$ cat config.mk
export PLATFORM = sky130hd
export DESIGN_NAME = axi4_lite_sub_to_mem
export DESIGN_NICKNAME = d
export VERILOG_FILES = /design/src/rtl/axi4_lite_pkg.sv /design/src/rtl/axi4_lite_sub_wr_capture.sv /design/src/rtl/axi4_lite_sub_to_mem.sv
export SDC_FILE = /design/constraint.sdc
export NUM_CORES = 1
export LEC_CHECK = 0
export CORE_UTILIZATION = 25
export DETAILED_ROUTE_END_ITERATION = 6
export HOLD_SLACK_MARGIN = 0.05
export SYNTH_ARGS = -nofsm -noshare
export SYNTH_HDL_FRONTEND = slang
export SYNTH_SLANG_ARGS = --single-unit
$ cat constraint.sdc
create_clock -name clk_i -period 8.05 [get_ports clk_i]
set_input_delay 1.2075 -clock clk_i [delete_from_list [all_inputs] [get_ports clk_i]]
set_output_delay 1.2075 -clock clk_i [all_outputs]
set_load 0.01 [all_outputs]
$ cat src/rtl/axi4_lite_pkg.sv
// -----------------------------------------------------------------------------
// axi4_lite_pkg
// Shared types for the AXI4-Lite subordinate-to-memory bridge:
//   - AXI response codes (OKAY / SLVERR)
//   - controller state enum
//   - helper that classifies a request address as in/out of range or misaligned
// No ports (package).
// -----------------------------------------------------------------------------
package axi4_lite_pkg;

    typedef enum logic [1:0] {
        e_axi_resp_okay   = 2'b00,
        e_axi_resp_slverr = 2'b10
    } axi_resp_e;

    typedef enum logic [2:0] {
        e_idle,
        e_rd_cmd,
        e_rd_wait,
        e_rd_resp,
        e_wr_cmd,
        e_wr_resp
    } axi_sub_state_e;

    // Byte offset bits inside one 64-bit word.
    localparam int unsigned axi_word_shift_lp = 3;

    // A request is rejected when it lies at/above the memory size or is not
    // aligned to a 64-bit word. The address is widened to 64 bits so a region
    // that covers the entire address space never reports out-of-range.
    function automatic logic addr_error(input logic [63:0] addr,
                                        input logic [63:0] limit);
        return (addr >= limit) || (addr[axi_word_shift_lp-1:0] != '0);
    endfunction

endpackage

$ cat src/rtl/axi4_lite_sub_wr_capture.sv
// -----------------------------------------------------------------------------
// axi4_lite_sub_wr_capture
// One-entry holding registers for the AXI4-Lite AW and W channels. Each channel
// fills independently (either order, or the same cycle) and both empty together
// when the write is retired.
//
// Ports:
//   clk_i, reset_i        clock, asynchronous active-high reset
//   en_i                  channels may accept a beat this cycle
//   clr_i                 empty both entries (write retired or rejected)
//   awaddr_i/awprot_i/awvalid_i/awready_o   AW channel
//   wdata_i/wstrb_i/wvalid_i/wready_o       W channel
//   aw_full_o, w_full_o   entry occupied flags
//   aw_addr_o, aw_prot_o  captured write address / protection
//   w_data_o, w_strb_o    captured write data / strobes
// -----------------------------------------------------------------------------
module axi4_lite_sub_wr_capture #(
    parameter int axi_addr_width_p  = 28,
    parameter int axi_data_width_p  = 64,
    parameter int axi_wstrb_width_p = axi_data_width_p / 8
) (
    input  logic                         clk_i,
    input  logic                         reset_i,
    input  logic                         en_i,
    input  logic                         clr_i,
    input  logic [axi_addr_width_p-1:0]  awaddr_i,
    input  logic [2:0]                   awprot_i,
    input  logic                         awvalid_i,
    output logic                         awready_o,
    input  logic [axi_data_width_p-1:0]  wdata_i,
    input  logic [axi_wstrb_width_p-1:0] wstrb_i,
    input  logic                         wvalid_i,
    output logic                         wready_o,
    output logic                         aw_full_o,
    output logic                         w_full_o,
    output logic [axi_addr_width_p-1:0]  aw_addr_o,
    output logic [2:0]                   aw_prot_o,
    output logic [axi_data_width_p-1:0]  w_data_o,
    output logic [axi_wstrb_width_p-1:0] w_strb_o
);

    logic                         aw_full_q;
    logic                         w_full_q;
    logic [axi_addr_width_p-1:0]  aw_addr_q;
    logic [2:0]                   aw_prot_q;
    logic [axi_data_width_p-1:0]  w_data_q;
    logic [axi_wstrb_width_p-1:0] w_strb_q;

    assign awready_o = en_i & ~aw_full_q;
    assign wready_o  = en_i & ~w_full_q;

    // Clear only happens when both entries are full, so it never collides with
    // a capture on the same cycle (capture needs the entry to be empty).
    always_ff @(posedge clk_i or posedge reset_i) begin
        if (reset_i) begin
            aw_full_q <= 1'b0;
            w_full_q  <= 1'b0;
            aw_addr_q <= '0;
            aw_prot_q <= '0;
            w_data_q  <= '0;
            w_strb_q  <= '0;
        end else if (clr_i) begin
            aw_full_q <= 1'b0;
            w_full_q  <= 1'b0;
        end else begin
            if (awvalid_i && awready_o) begin
                aw_full_q <= 1'b1;
                aw_addr_q <= awaddr_i;
                aw_prot_q <= awprot_i;
            end
            if (wvalid_i && wready_o) begin
                w_full_q <= 1'b1;
                w_data_q <= wdata_i;
                w_strb_q <= wstrb_i;
            end
        end
    end

    assign aw_full_o = aw_full_q;
    assign w_full_o  = w_full_q;
    assign aw_addr_o = aw_addr_q;
    assign aw_prot_o = aw_prot_q;
    assign w_data_o  = w_data_q;
    assign w_strb_o  = w_strb_q;

endmodule

$ cat src/rtl/axi4_lite_sub_to_mem.sv
// -----------------------------------------------------------------------------
// axi4_lite_sub_to_mem
// AXI4-Lite subordinate that serialises single-beat 64-bit reads and writes
// onto a valid/ready memory command port and returns R/B responses. Exactly one
// transaction is outstanding at a time; reads and writes contending in idle are
// served round-robin.
//
// Optional feature (macro AXI4_LITE_SUB_PROT_CHECK_EN): when defined, any request
// with prot[0]==0 (unprivileged) is answered with SLVERR and skips memory.
// When undefined the prot inputs are ignored.
//
// Ports:
//   clk_i, reset_i                      clock, asynchronous active-high reset
//   ar*/r*                              AXI4-Lite read address / data channels
//   aw*/w*/b*                           AXI4-Lite write address / data / resp
//   mem_v_o, mem_w_o, mem_addr_o,       memory command (word address), accepted
//   mem_data_o, mem_mask_o,             when mem_v_o & mem_ready_and_i
//   mem_ready_and_i
//   mem_data_i, mem_data_v_i            read return, single-cycle pulse
//   rd_error_o, wr_error_o              sticky: an SLVERR was delivered on R / B
// -----------------------------------------------------------------------------
module axi4_lite_sub_to_mem
    import axi4_lite_pkg::*;
#(
    parameter int          axi_addr_width_p  = 28,
    parameter int          axi_data_width_p  = 64,   // only 64 is supported
    parameter int          axi_wstrb_width_p = axi_data_width_p / 8,
    parameter logic [63:0] mem_bytes_p       = 64'(1) << axi_addr_width_p
) (
    input  logic                          clk_i,
    input  logic                          reset_i,

    input  logic [axi_addr_width_p-1:0]   araddr_i,
    input  logic [2:0]                    arprot_i,
    input  logic                          arvalid_i,
    output logic                          arready_o,
    output logic [axi_data_width_p-1:0]   rdata_o,
    output logic [1:0]                    rresp_o,
    output logic                          rvalid_o,
    input  logic                          rready_i,

    input  logic [axi_addr_width_p-1:0]   awaddr_i,
    input  logic [2:0]                    awprot_i,
    input  logic                          awvalid_i,
    output logic                          awready_o,
    input  logic [axi_data_width_p-1:0]   wdata_i,
    input  logic [axi_wstrb_width_p-1:0]  wstrb_i,
    input  logic                          wvalid_i,
    output logic                          wready_o,
    output logic [1:0]                    bresp_o,
    output logic                          bvalid_o,
    input  logic                          bready_i,

    output logic                          mem_v_o,
    output logic                          mem_w_o,
    output logic [axi_addr_width_p-4:0]   mem_addr_o,
    output logic [axi_data_width_p-1:0]   mem_data_o,
    output logic [axi_wstrb_width_p-1:0]  mem_mask_o,
    input  logic                          mem_ready_and_i,
    input  logic [axi_data_width_p-1:0]   mem_data_i,
    input  logic                          mem_data_v_i,

    output logic                          rd_error_o,
    output logic                          wr_error_o
);

    localparam int word_addr_width_lp = axi_addr_width_p - axi_word_shift_lp;

    axi_sub_state_e                 state_q;
    logic                           prio_wr_q;   // 0: read wins a tie, 1: write wins
    logic [word_addr_width_lp-1:0]  addr_q;
    logic [axi_data_width_p-1:0]    rdata_q;
    axi_resp_e                      resp_q;
    logic                           rd_error_q;
    logic                           wr_error_q;

    // Write capture outputs
    logic                           aw_full;
    logic                           w_full;
    logic [axi_addr_width_p-1:0]    aw_addr;
    logic [2:0]                     aw_prot;
    logic [axi_data_width_p-1:0]    w_data;
    logic [axi_wstrb_width_p-1:0]   w_strb;

    logic is_idle;
    logic wr_elig;
    logic rd_blocked;
    logic rd_go;
    logic wr_go;
    logic rd_err;
    logic wr_err;
    logic rd_prot_err;
    logic wr_prot_err;
    logic wr_clr;
    logic unused_prot;

    // ------------------------------------------------------------------
    // Protection check
    // ------------------------------------------------------------------
`ifdef AXI4_LITE_SUB_PROT_CHECK_EN
    assign rd_prot_err = ~arprot_i[0];
    assign wr_prot_err = ~aw_prot[0];
    assign unused_prot = ^{arprot_i[2:1], aw_prot[2:1]};
`else
    assign rd_prot_err = 1'b0;
    assign wr_prot_err = 1'b0;
    assign unused_prot = ^{arprot_i, aw_prot};
`endif

    // ------------------------------------------------------------------
    // Arbitration. Readies are forced low while reset is held so every
    // output reads 0 during reset.
    // ------------------------------------------------------------------
    assign is_idle    = (state_q == e_idle);
    assign wr_elig    = aw_full & w_full;
    assign rd_blocked = wr_elig & prio_wr_q;

    // AR is never buffered: it is only accepted on the cycle it is dispatched.
    assign arready_o  = is_idle & ~rd_blocked & ~reset_i;
    assign rd_go      = arvalid_i & arready_o;
    assign wr_go      = is_idle & wr_elig & ~rd_go & ~reset_i;

    assign rd_err = addr_error(64'(araddr_i), mem_bytes_p) | rd_prot_err;
    assign wr_err = addr_error(64'(aw_addr),  mem_bytes_p) | wr_prot_err;

    // Captured write is released once memory takes it, or immediately when
    // it is rejected at dispatch.
    assign wr_clr = (wr_go & wr_err) | ((state_q == e_wr_cmd) & mem_ready_and_i);

    axi4_lite_sub_wr_capture #(
        .axi_addr_width_p  (axi_addr_width_p),
        .axi_data_width_p  (axi_data_width_p),
        .axi_wstrb_width_p (axi_wstrb_width_p)
    ) wr_capture (
        .clk_i     (clk_i),
        .reset_i   (reset_i),
        .en_i      (is_idle & ~reset_i),
        .clr_i     (wr_clr),
        .awaddr_i  (awaddr_i),
        .awprot_i  (awprot_i),
        .awvalid_i (awvalid_i),
        .awready_o (awready_o),
        .wdata_i   (wdata_i),
        .wstrb_i   (wstrb_i),
        .wvalid_i  (wvalid_i),
        .wready_o  (wready_o),
        .aw_full_o (aw_full),
        .w_full_o  (w_full),
        .aw_addr_o (aw_addr),
        .aw_prot_o (aw_prot),
        .w_data_o  (w_data),
        .w_strb_o  (w_strb)
    );

    // ------------------------------------------------------------------
    // Controller
    // ------------------------------------------------------------------
    always_ff @(posedge clk_i or posedge reset_i) begin
        if (reset_i) begin
            state_q    <= e_idle;
            prio_wr_q  <= 1'b0;
            addr_q     <= '0;
            rdata_q    <= '0;
            resp_q     <= e_axi_resp_okay;
            rd_error_q <= 1'b0;
            wr_error_q <= 1'b0;
        end else begin
            case (state_q)
                e_idle: begin
                    if (rd_go) begin
                        // Winning a tie hands priority to the write side.
                        if (wr_elig) prio_wr_q <= 1'b1;
                        addr_q  <= araddr_i[axi_addr_width_p-1:axi_word_shift_lp];
                        rdata_q <= '0;   // rejected reads return zero data
                        if (rd_err) begin
                            resp_q  <= e_axi_resp_slverr;
                            state_q <= e_rd_resp;
                        end else begin
                            resp_q  <= e_axi_resp_okay;
                            state_q <= e_rd_cmd;
                        end
                    end else if (wr_go) begin
                        if (arvalid_i) prio_wr_q <= 1'b0;
                        addr_q <= aw_addr[axi_addr_width_p-1:axi_word_shift_lp];
                        if (wr_err) begin
                            resp_q  <= e_axi_resp_slverr;
                            state_q <= e_wr_resp;
                        end else begin
                            resp_q  <= e_axi_resp_okay;
                            state_q <= e_wr_cmd;
                        end
                    end
                end
                e_rd_cmd: begin
                    if (mem_ready_and_i) state_q <= e_rd_wait;
                end
                e_rd_wait: begin
                    if (mem_data_v_i) begin
                        rdata_q <= mem_data_i;
                        state_q <= e_rd_resp;
                    end
                end
                e_rd_resp: begin
                    if (rready_i) begin
                        if (resp_q == e_axi_resp_slverr) rd_error_q <= 1'b1;
                        state_q <= e_idle;
                    end
                end
                e_wr_cmd: begin
                    if (mem_ready_and_i) state_q <= e_wr_resp;
                end
                e_wr_resp: begin
                    if (bready_i) begin
                        if (resp_q == e_axi_resp_slverr) wr_error_q <= 1'b1;
                        state_q <= e_idle;
                    end
                end
                default: state_q <= e_idle;
            endcase
        end
    end

    // ------------------------------------------------------------------
    // Outputs (decoded from registered state)
    // ------------------------------------------------------------------
    assign rvalid_o   = (state_q == e_rd_resp);
    assign rdata_o    = rdata_q;
    assign rresp_o    = rvalid_o ? resp_q : e_axi_resp_okay;
    assign bvalid_o   = (state_q == e_wr_resp);
    assign bresp_o    = bvalid_o ? resp_q : e_axi_resp_okay;

    assign mem_v_o    = (state_q == e_rd_cmd) | (state_q == e_wr_cmd);
    assign mem_w_o    = (state_q == e_wr_cmd);
    assign mem_addr_o = addr_q;
    assign mem_data_o = mem_w_o ? w_data : '0;
    assign mem_mask_o = mem_w_o ? w_strb : '0;

    assign rd_error_o = rd_error_q;
    assign wr_error_o = wr_error_q;

endmodule

==> metrics.md <==
| Metric | Value |
|---|---|
| Outcome | `complete, no violations` |
| Critical Path RT | `6.84 ns` |
| Max Freq | `227 MHz` |
| Fill count | `3472` |
| Post-Synth XOR/XNOR Area | `0.00194` |
| Seq/Total Area, Yosys | `0.550` |
| # DRC | `0` |
| Congestion Overflow GR | `0` |
| Combinational power share | `0.423` |
| Internal | `3120 uW` |
| Wire length of the first global-routing pass | `40500 um` |
| Post-Synth Adder-Cell Area | `0` |
| Ant. Diodes | `0` |
| Clk root buf | `clkbuf_16` |
| Top sig layer | `met5` |
| Top Family by Delay on Critical Path | `buffers and inverters` |
| Starting Density | `0.254` |
| Hold Startpoint | `wr_error_o$_DFFE_PP0P_` |
| Max FO, Critical Path | `5` |
| Routability cong. | `0.704` |
| Number of synthesized flops with an enable pin | `0` |
| Post-synthesis simple-gate area fraction | `0.133` |
| Post-route cell area | `13700 sq um` |
| Post-DP HPWL | `18000 um` |
| Post-Route M1 WL | `11200 um` |
| Remaining antenna violation count | `0` |
| Setup Viol. Count Final | `0` |
| Most frequent cells in the layout | `clkdlybuf4s50_1 (371), dfrtp_1 (197), mux2_4 (90), and2_1 (75), o21ai_0 (66)` |
| Switching power | `1450 uW` |
| Max-slew violations | `0` |
| Leak pwr | `0.00592 uW` |
| Final #Nets | `1301` |
| Critical path's slowest cell | `clkdlybuf4s50_1` |
| Final TNS setup | `0 ns` |
| Commonest non-fill, non-tap cell in the layout | `clkdlybuf4s50_1` |
| Clock share of power | `0.204` |
| Sequence of cells on the critical path | `clkdlybuf4s50_1, or4_4, nor2_4, clkdlybuf4s50_1` |
| Cell count of the worst reg-to-reg path | `5` |
| Sink Count | `198` |
| Largest family of logic cells by synthesized area | `multiplexers` |
| Number of synthesized register bits | `198` |
| Hold depth | `1` |
| Yosys Warn Count | `0` |
| Ports | `381` |
| Drt pass-1 iters | `4` |
| Routed len/inst | `16.9 um` |
| VDD IR-drop max | `0.176 mV` |
| Clk pin slew, worst setup/hold paths | `0.07 ns` |
| Placed inst area | `13100 sq um` |
| Worst path bufs/invs | `2` |
| Slew HR | `0.339` |
| Flop pwr share | `0.373` |
| Iter 0 DRT Violations | `225` |
| Die ar. | `36800 sq um` |
| Period minus WS final | `4.40 ns` |
| Mux cell area share after synthesis | `0.193` |
| # resized after CTS | `0` |
| Mapped cell area | `9010 sq um` |
| Core area | `35500 sq um` |
| I/O Buffers | `372` |
| Hold buffers post-CTS | `0` |
| Antenna violations before repair | `2` |
| CP endpoint kind | `output pin` |
| CTS tree | `done` |
| Worst setup path startpoint | `reset_i` |
| Synthesized area per cell | `12.0 sq um` |
| Cell variety after synth | `39` |
| Vias | `6857` |
| Crit path launch type | `input port` |
| Largest net degree at the start of global routing | `125` |
| RSZ-0062 raised after global routing | `no` |
| Htree depth | `4` |
| Crit Path Class | `input port to output pin` |
| Drt total wl | `26500 um` |
| Cell Count, Final, Fillers Out | `1567` |
| Area of the multi-input gates | `3530 sq um` |
| # Post-CTS Setup Buffers | `0` |
| Final core utilization | `0.387` |
| Worst slew pin tran | `0.991 ns` |
| FF/Latch Area | `4960 sq um` |
| Fraction of layout cells with a size suffix above 1 | `0.140` |
| Pwr dens | `333 nW/um^2` |
| Hold Path Class | `register to register` |
| Worst-skew pair later-pin latency | `0.44 ns` |
| Max cap viols | `0` |
| Critical R2R Launch | `state_q[0]$_DFFE_PP0P_` |
| Vias per cell | `4.38` |
| Period utilisation layout | `0.546` |
| Area Growth Syn to Fin | `52.3%` |
| Num CTS Buffers | `17` |
| Die H | `192 um` |
| Hold Vio Cnt, Final | `0` |
| Global Route Usage Sum | `0.144` |
| Number of global-route vias before repair | `7131` |
| Largest stage delay, worst path | `0.65 ns` |
| Met3 wire length | `2360 um` |
| Worst path depth | `4` |
| Compound-Gate Fraction of Synth Area | `0.0612` |
| Chip width | `192 um` |
| Row count | `69` |
| DR WL met2 | `12600 um` |
| CTS Buffer Depth | `2` |
| Placed Cells | `1536` |
| Clock Skew | `0.00757 ns` |
| Most used cell, CP | `clkdlybuf4s50_1` |
| Worst EP arrival | `3.19 ns` |
| Synthesized instance count | `753` |
| Synth async-reset ratio | `1.00` |
| Switch share | `0.318` |
| Post-synth top flop | `dfrtp_1` |
==> worst reg2reg max path, delay by kind of cell, from the launching register on <==
family | cells | cell delay [ns]
AND/OR/NAND/NOR | 3 | 1.10
flip-flops | 1 | 0.59
buffers and inverters | 1 | 0.50
multiplexers | 1 | 0.48
==> per-stage QoR <==
step	hold slack [ns]	total power (uW)	setup slack, ns
after floorplan	0.445	2740	1.45
after global placement	0.439	3650	3.64
after detailed placement	0.447	3680	3.62
after CTS	0.464	4650	3.62
after global routing	0.488	4870	3.56
final	0.460	4570	3.65
==> synth_stat cells (9+ instances only) <==
library cell,instances,area (sq um)
buf_6,9,101
mux2_2,12,135
nand4_1,64,400
clkbuf_1,40,150
nor2_1,29,109
o21ai_0,66,330
mux2i_1,25,250
and2_1,75,469
inv_1,65,244
dfrtp_1,198,4950
mux2_4,90,1350
a21oi_1,26,130
==> registers in the layout, summed over array words and instances, names as in the netlist <==
name / count
state_q: 3
prio_wr_q: 1
resp_q: 1
wr_error_o: 1
wr_capture.aw_full_o: 1
rd_error_o: 1
wr_capture.w_strb_o: 8
wr_capture.w_data_o: 64
wr_capture.w_full_o: 1
rdata_o: 64
wr_capture.aw_addr_o: 28
mem_addr_o: 25
==> routing by layer <==
metal	global-route usage	vias to the layer above
met5	0	-
met4	0.0394	4
met3	0.0555	22
li1	-	3259
met1	0.176	3341
met2	0.234	231
==> power groups by stage <==
stage          Clock [uW]  Sequential (uW)  Combinational (uW)
2_1_floorplan           0             1720                1020
5_1_grt              1000             1760                2100
3_5_place_dp            0             1720                1960
6_report              933             1710                1930
4_1_cts               967             1710                1970
3_3_place_gp            0             1700                1950
==> cell type report <==
| cell class | count | share of cell area |
|---|---|---|
| Clock buffer | 19 | 0.0330 |
| Timing Repair Buffer | 380 | 0.275 |
| Clock inverter | 12 | 0.0127 |
| Tap cell | 461 | 0.0420 |
| Inverter | 65 | 0.0183 |
| Multi-Input combinational cell | 432 | 0.257 |
| Sequential cell | 198 | 0.361 |
==> final timing paths <==
path                                                        to  slack (ns)
max                                                  awready_o        3.65
min                                     wr_error_o$_DFFE_PP0P_        0.46
max reg2reg                wr_capture.w_data_o[18]$_DFFE_PP0P_        5.26
min reg2reg                             wr_error_o$_DFFE_PP0P_        0.46
max in group asynchronous  wr_capture.w_data_o[63]$_DFFE_PP0P_        5.12
min in group asynchronous      wr_capture.w_full_o$_DFFE_PP0P_        1.43
==> cell families after synthesis <==
group	count (synthesis)
AO/OA/AOI/OAI	103
XOR/XNOR	2
flip-flops	198
other	1
multiplexers	127
buffers and inverters	124
AND/OR/NAND/NOR	198
Power figures use the tool's default switching activity.
==> edit, RTL diff (same settings) <==
Reset style: synchronous (`reset_i`), changed in 2 clocked blocks. Comments in the files are not updated.
--- a/src/rtl/axi4_lite_sub_wr_capture.sv
+++ b/src/rtl/axi4_lite_sub_wr_capture.sv
@@ -51,7 +51,7 @@
 
     // Clear only happens when both entries are full, so it never collides with
     // a capture on the same cycle (capture needs the entry to be empty).
-    always_ff @(posedge clk_i or posedge reset_i) begin
+    always_ff @(posedge clk_i) begin
         if (reset_i) begin
             aw_full_q <= 1'b0;
             w_full_q  <= 1'b0;
--- a/src/rtl/axi4_lite_sub_to_mem.sv
+++ b/src/rtl/axi4_lite_sub_to_mem.sv
@@ -155,7 +155,7 @@
     // ------------------------------------------------------------------
     // Controller
     // ------------------------------------------------------------------
-    always_ff @(posedge clk_i or posedge reset_i) begin
+    always_ff @(posedge clk_i) begin
         if (reset_i) begin
             state_q    <= e_idle;
             prio_wr_q  <= 1'b0;
Check against the original RTL: differs if reset_i is asserted again (counterexample within 4 cycles, from zero or initial values and one cycle with reset_i high); with reset_i held inactive, the same outputs for 4 cycles.
==> edit against the unedited design <==
- cell count increased by 3.0%
- worst hold slack got worse by 12 ps
- worst setup slack improved by 330 ps
- critical endpoint is now mem_mask_o[1]
- register-to-register slack got worse by 90 ps
- routed wire length decreased by 6.3%
- synthesized area down 15%
- core utilization is 2.1 points higher
- sequential cell count stayed put
- final area down 11%
- via count up 4.9%
Power is not compared: it rests on default switching activity, and its combinational part moved more than twofold at a synthesized area within 25%.
==> edit: results (changes against the unedited design) <==
| Group | Item | Reported | Change |
| --- | --- | --- | --- |
| logic synthesis | Post-synthesis mux area share | 0.147% | -19 points |
| critical path | Worst reg2reg setup slack | 5170 ps | -90 ps |
| logic synthesis | Sequential fraction of the synthesis area | 51.8% | -3.2 points |
| placement | DP Cell Count | 1582 | +3.0% |
| placement | Global placement routability congestion | 0.727 | +3.3% |
| detailed routing | Initial DRC count | 319 | +42% |
| layout | Post-layout nets | 1418 | +9.0% |
| global routing | Gr usage total | 15.6% | +1.2 points |
| layout | Proportion of layout cells with a drive suffix above 1 | 5.89% | -8.1 points |
| global routing | Vias in the first global route | 6878 | -3.5% |
| detailed routing | Per-cell via count in the routed design | 4.45 | +1.8% |
| logic synthesis | Commonest cells in the netlist | 257 x sky130_fd_sc_hd__nand2_1, 198 x sky130_fd_sc_hd__dfxtp_1, 106 x sky130_fd_sc_hd__a21oi_1, 74 x sky130_fd_sc_hd__and2_1, 64 x sky130_fd_sc_hd__a22o_1 |  |
| logic synthesis | Post-Synth Adder-Cell Area | 0.131% | +0.13 points |
| clocking | Total clock buffers created by CTS | 17 | unchanged |
| logic synthesis | Ranking of synthesized cells by area | sky130_fd_sc_hd__dfxtp_1 52%, sky130_fd_sc_hd__nand2_1 13%, sky130_fd_sc_hd__a22o_1 7.3% |  |
| logic synthesis | Post-synthesis share of cell area spent on xor and xnor gates | 0.229% | +0.034 points |
| timing | Tcrit/Tclk final | 50.5% | -4.1 points |
| detailed routing | Total wire length | 24900 microns | -6.3% |
| global routing | Largest net degree at the start of global routing | 74 | -41% |
| critical path | Critical-path maximum fanout | 71 | +66 |
| detailed routing | Total via count after detailed routing | 7190 | +4.9% |
| timing | Layout Skew | 9.94 ps | +2.37 ps |
| placement | Half-perimeter wire length of the detailed placement result | 16600 microns | -7.4% |
| logic synthesis | Proportion of synthesized flip-flops having asynchronous set or reset | 0% | -100 points |
| logic synthesis | Number of distinct standard cells referenced by the synthesized netlist | 36 | -7.7% |
| outcome | Run status | complete, no violations |  |
| logic synthesis | Compound-gate portion of the synthesized area | 20.7% | +15 points |
| timing | Slew at the pin with the worst max-slew slack | 1130 ps | +140 ps |
| logic synthesis | Leading register cell type out of synthesis | sky130_fd_sc_hd__dfxtp_1 |  |
| logic synthesis | Gate Count Post-Synth | 884 | +17% |
-- edit: changes by cell type after synthesis, moves of 64 or more --
cell                      unedited run  this run
sky130_fd_sc_hd__a21oi_1            26       106
sky130_fd_sc_hd__mux2_4             90         0
sky130_fd_sc_hd__dfrtp_1           198         0
sky130_fd_sc_hd__nand4_1            64         0
sky130_fd_sc_hd__dfxtp_1             0       198
sky130_fd_sc_hd__nand2_1             2       257
-- edit: layout make-up --
class                   count  area (sq um)
fillers                  3044         17700
flip-flops and latches    198          3960
repair buffers            380          3780
multi-input cells         610          3380
well taps                 390           488
clock buffers              20           437
clock inverters            11           105
inverters                   4          15.0
diodes                      1          2.50
-- edit: final timing paths --
path | startpoint | endpoint | cells past startpoint
worst min register to register | wr_capture.w_data_o[38] | wr_capture.w_data_o[38] | 2
worst min-delay path | wr_capture.w_data_o[38] | wr_capture.w_data_o[38] | 2
worst max-delay path | state_q[2] | mem_mask_o[1] | 5
worst max register to register | state_q[0] | mem_addr_o[0] | 4
-- edit: per-layer routing --
| layer | wire length (microns) | track usage [%] | vias up |
|---|---|---|---|
| met4 | 452 | 5.14 | 0 |
| met5 | 0 | 0 | - |
| met3 | 1810 | 5.00 | 18 |
| met2 | 11800 | 25.8 | 247 |
| li1 | - | - | 3620 |
| met1 | 10800 | 18.9 | 3305 |
-- edit: power by group through the flow --
stage	sequential, mW	combinational, mW	clock [mW]
2_1_floorplan	1.10	0.212	0
3_3_place_gp	1.11	0.428	0
3_5_place_dp	1.11	0.430	0
4_1_cts	1.08	0.431	0.856
5_1_grt	1.09	0.463	0.895
6_report	1.09	0.423	0.821
-- edit: worst max-delay path, stage by stage (launching register included) --
cell and delay, ps:
sky130_fd_sc_hd__dfxtp_1 640, sky130_fd_sc_hd__nand2b_1 250, sky130_fd_sc_hd__nor2_4 190, sky130_fd_sc_hd__buf_4 500, sky130_fd_sc_hd__and2_1 240, sky130_fd_sc_hd__clkdlybuf4s50_1 540
-- edit: kinds of logic after synthesis --
group / count (synthesis)
DFF: 198
other: 1
AOI/OAI and AO/OA: 211
xor gates and xnor gates: 2
adders and majority gates: 1
muxes: 1
and+or+nand+nor: 393
buffers and inverters: 77
-- edit: stage by stage --
| step | hold slack, ps | setup WS [ps] | area [sq um] |
|---|---|---|---|
| finish | 447 | 3980 | 12200 |
| detailed placement | 442 | 3520 | 11600 |
| floorplan | 431 | 4920 | 7660 |
| global placement | 437 | 3600 | 11600 |
| global route | 469 | 3750 | 12200 |
| CTS | 451 | 3900 | 12200 |
